**src/rtl/sram_port_arbiter.sv**
```systemverilog
// sram_port_arbiter: round-robin sharing of one SRAM port between two requesters with bounded bursts.
// Optional ARB_STATS_EN adds saturating per-requester access counters acc_cnt0/acc_cnt1.
module sram_port_arbiter #(
  parameter int ADDR_W    = 18,
  parameter int DATA_W    = 16,
  parameter int MAX_BURST = 8
) (
  input  logic              clk,
  input  logic              rst,
  input  logic              req0,
  input  logic              we0,
  input  logic [ADDR_W-1:0] addr0,
  input  logic [DATA_W-1:0] wdata0,
  output logic              gnt0,
  output logic              rvalid0,
  input  logic              req1,
  input  logic              we1,
  input  logic [ADDR_W-1:0] addr1,
  input  logic [DATA_W-1:0] wdata1,
  output logic              gnt1,
  output logic              rvalid1,
  output logic [DATA_W-1:0] rdata,
  output logic [ADDR_W-1:0] sram_addr,
  output logic [DATA_W-1:0] sram_wdata,
  output logic              sram_wren,
  input  logic [DATA_W-1:0] sram_rdata,
`ifdef ARB_STATS_EN
  output logic              busy,
  output logic [15:0]       acc_cnt0,
  output logic [15:0]       acc_cnt1
`else
  output logic              busy
`endif
);
  localparam int CW = MAX_BURST > 1 ? $clog2(MAX_BURST) : 1;
  typedef enum logic [1:0] {IDLE, OWN0, OWN1} state_t;
  state_t        r_state;
  logic [CW-1:0] r_cnt;
  logic          r_last;
  logic          w_x, w_req_own, w_req_oth, w_wrap;
  assign gnt0       = (r_state == OWN0) & req0;
  assign gnt1       = (r_state == OWN1) & req1;
  assign sram_wren  = (gnt0 & we0) | (gnt1 & we1);
  assign sram_addr  = gnt0 ? addr0 : gnt1 ? addr1 : '0;
  assign sram_wdata = gnt0 ? wdata0 : gnt1 ? wdata1 : '0;
  assign rdata      = sram_rdata;
  assign busy       = r_state != IDLE;
  // w_x selects the current owner; OWN0 and OWN1 share one set of exit rules
  assign w_x        = r_state == OWN1;
  assign w_req_own  = w_x ? req1 : req0;
  assign w_req_oth  = w_x ? req0 : req1;
  assign w_wrap     = r_cnt == CW'(MAX_BURST - 1);
  always_ff @(posedge clk or negedge rst) begin
    if (!rst) begin
      r_state <= IDLE;
      r_cnt   <= '0;
      r_last  <= 1'b1;
      rvalid0 <= 1'b0;
      rvalid1 <= 1'b0;
    end else begin
      rvalid0 <= gnt0 & ~we0;
      rvalid1 <= gnt1 & ~we1;
      case (r_state)
        IDLE: begin
          r_cnt <= '0;
          if (req0 & (~req1 | r_last)) r_state <= OWN0;
          else if (req1) r_state <= OWN1;
        end
        default: begin
          if (!w_req_own) begin
            r_cnt   <= '0;
            r_state <= w_req_oth ? (w_x ? OWN0 : OWN1) : IDLE;
          end else begin
            r_last <= w_x;
            r_cnt  <= w_wrap ? '0 : r_cnt + 1'b1;
            if (w_wrap & w_req_oth) r_state <= w_x ? OWN0 : OWN1;
          end
        end
      endcase
    end
  end
`ifdef ARB_STATS_EN
  always_ff @(posedge clk or negedge rst) begin
    if (!rst) begin
      acc_cnt0 <= '0;
      acc_cnt1 <= '0;
    end else begin
      if (gnt0 & ~&acc_cnt0) acc_cnt0 <= acc_cnt0 + 16'd1;
      if (gnt1 & ~&acc_cnt1) acc_cnt1 <= acc_cnt1 + 16'd1;
    end
  end
`endif
endmodule

```
**config.mk**
```make
export PLATFORM = sky130hd
export DESIGN_NAME = sram_port_arbiter
export DESIGN_NICKNAME = d
export VERILOG_FILES = /design/src/rtl/sram_port_arbiter.sv
export SDC_FILE = /design/constraint.sdc
export NUM_CORES = 1
export LEC_CHECK = 0
export ABC_AREA = 1
export CAP_MARGIN = 20
export CORE_ASPECT_RATIO = 0.7
export CORE_UTILIZATION = 23
export CTS_BUF_LIST = sky130_fd_sc_hd__clkbuf_16
export DETAILED_ROUTE_END_ITERATION = 8
export GPL_TIMING_DRIVEN = 0
export PLACE_DENSITY = 0.83
export SLEW_MARGIN = 20
export SYNTH_ARGS = -nofsm -noshare
export SYNTH_HDL_FRONTEND = slang
export SYNTH_SLANG_ARGS = --single-unit
```
**constraint.sdc**
```tcl
create_clock -name clk -period 1.4 [get_ports clk]
set_input_delay 0.28 -clock clk [delete_from_list [all_inputs] [get_ports clk]]
set_output_delay 0.28 -clock clk [all_outputs]
set_load 0.005 [all_outputs]
```
==> impl_metrics.tcl <==
set metrics [dict create \
    overflow 0 \
    worst_slack_ns -0.377 \
    synthToLayoutAreaGrowth_pct 175 \
    num_vias 1415 \
    firstDrtPassIters 5 \
    yosysSeqAreaShare_pct 21.8 \
    port_buffers 129 \
    path_depth 7 \
    cts_made_buffers 3 \
    ys.warnings.count 0 \
    violations "setup timing" \
    finalHoldViolations 0 \
    worstHoldPathType "input port to async pin" \
    netlist_area_um2 925 \
    arrival_ns 1.50 \
    rr_startpoint "r_state[0]$_DFFE_PN0P_" \
    fillCellCount 290 \
    grt_max_degree 11 \
    cts_tree "done" \
    fin_worst_skew_ns 0.00261 \
    dp_hpwl_um 3370 \
    die_x_um 77.8 \
    track_usage_pct 20.4 \
    fp-row-count 18 \
    die_y_um 55.1 \
    cpLargestDelayFamily "buffers and inverters" \
    finalSetupViolCount 38 \
    antenna_found_initial 0 \
    required_ns 1.12 \
    postCtsHoldBufs 0 \
    wl_um 4750 \
    place.gp.congestion 0.865 \
    utilization_pct 69.4 \
    layout_common_cells "89 x clkdlybuf4s50_1, 32 x buf_2, 31 x buf_4" \
    maxCapViolations 0 \
    core_area_um2 3670 \
    rsz0062_at_grt "yes" \
    grt_pass1_vias 1258 \
    drv_slew 0 \
    cts_buffer_depth 2 \
    clk_latency_ns 0.24 \
    cp_max_fo 8 \
    critPathKind "register to output pin" \
    num_antenna_cells 0 \
    drive_above_1_share_pct 40.7 \
    htree_levels 1 \
    slowest_delay_ns 0.38 \
    io_pins 146 \
    dieArea_um2 4280 \
    r2r_end "r_state[0]$_DFFE_PN0P_" \
    power_mw 2.92 \
    end_kind "output pin" \
    via_per_inst 4.42 \
    clock-sinks 8 \
    final_common_cell "clkdlybuf4s50_1" \
    startpoint_type "register" \
    grt_pass1_wl_um 6580 \
    synthesis.nets 202 \
    critPathSlowestCell "dfrtp_1" \
    place_ws_ns -0.928 \
    ff2ff_setup_slack_ns 0.08 \
    fmax_mhz 563 \
    cts.clk_slew.worst_paths_ns 0.04 \
    ys_ff_latch 8 \
    p_leak_nw 1.27 \
    drc_errors 0 \
    drtIter0Drc 36 \
    hold_ws_ns 0.322 \
    period_needed_ns 1.78 \
    path_buf_inv 5 \
    tightest_slew_ns 0.356 \
    root_buffer "clkbuf_16" \
    post-route-period-util_pct 127 \
    reg2reg_depth 10 \
    crit_path_cell_trace "buf_4 -> buf_6 -> nand3_4 -> inv_8 -> clkbuf_16 -> a22o_1 -> buf_2" \
    ir_drop_mv 1.19 \
    p_per_area_nw_per_um2 1150 \
    synth.distinct_cells 18 \
    nets 363 \
    antenna_left 0 \
    avgSynthCellArea_um2 8.41 \
    status "complete, but fails checks" \
    initial_core_util_pct 25.2 \
    routedWlPerCell_um 14.9 \
    netlist_instances 110 \
    relSlewSlack_pct 76.2 \
]
## worst max path at each step
| stage | start | slack [ns] | endpoint |
|---|---|---|---|
| 2_1_floorplan | r_state[0]$_DFFE_PN0P_ | 0.14 | sram_addr[10] |
| 3_3_place_gp | req0 | -0.90 | sram_addr[9] |
| 3_5_place_dp | req0 | -0.93 | sram_wdata[6] |
| 4_1_cts | r_state[0]$_DFFE_PN0P_ | -0.39 | sram_addr[8] |
| 5_1_grt | r_state[1]$_DFFE_PN0P_ | -0.42 | sram_wdata[3] |
| 6_report | r_state[0]$_DFFE_PN0P_ | -0.38 | sram_addr[6] |
## worst register-to-register path: cells and delay by family, from the launching register on
family                 cells  cell delay, ns
buffers and inverters      4            0.44
DFF                        1            0.38
and+or+nand+nor            6            0.40
## metal layers
layer	track usage, %	part of all wire (%)	vias up
met5	0	0	-
met4	5.66	1.1	0
met3	5.08	8.4	7
met2	37.8	50	65
met1	24.3	40	635
li1	-	-	708
## sequential cells by signal (all words and copies together), names as in the netlist
| signal | count |
|---|---|
| rvalid1 | 1 |
| r_cnt | 3 |
| r_last | 1 |
| rvalid0 | 1 |
| r_state | 2 |
## Yosys cell counts
cell type | n | area (µm²)
buf_4 | 16 | 120
ha_1 | 2 | 25.0
nand2_2 | 1 | 6.26
buf_8 | 1 | 15.0
inv_1 | 8 | 30.0
nor3_1 | 1 | 5.00
inv_6 | 1 | 8.76
nand3_1 | 9 | 45.0
nor2_1 | 5 | 18.8
dfstp_2 | 1 | 26.3
dfrtp_1 | 7 | 175
nand2_1 | 11 | 41.3
a22o_1 | 29 | 254
o21ai_0 | 3 | 15.0
nand2_4 | 1 | 11.3
inv_2 | 3 | 11.3
buf_6 | 5 | 56.3
a22o_2 | 6 | 60.1
## report_power, final
part | internal (mW) | leakage [nW] | switching (mW)
sequential | 0.312 | 0.104 | 0.0411
combinational | 1.25 | 1.13 | 0.823
clock | 0.373 | 0.0423 | 0.122
## layout make-up
type,instances,area [µm²],area share (%)
Multi-Input combinational cell,68,529,20.8
Buffer,22,203,7.96
Clock buffer,3,75.1,2.95
Clock inverter,1,3.75,0.147
Tap cell,50,62.6,2.46
Timing Repair inverter,1,6.26,0.246
Inverter,12,60.1,2.36
Timing Repair Buffer,155,1410,55.2
Sequential cell,8,201,7.91
## cells by family after synthesis
logic type	share of synthesized area (%)
DFF	21.8
and+or+nand+nor	13.8
AOI/OAI and AO/OA	35.6
buffers and inverters	26.1
adders and majority gates	2.71
## per-stage QoR
step | cells | instance area (µm²) | TNS [ns]
CTS | 313 | 2470 | -10.67
floorplan | 110 | 925 | 0
detailed placement | 289 | 2280 | -31.88
global placement | 289 | 2280 | -31.64
finish | 320 | 2550 | -12.62
global route | 320 | 2550 | -14.47
## timing repair
action                     in CTS  in global routing
setup endpoints to repair      38                 40
resized for setup             175                 12
cloned                          5                  1
buffers inserted               16                  8
pin swaps                       5                  3
Note: power is estimated with default switching activity, not from simulation.
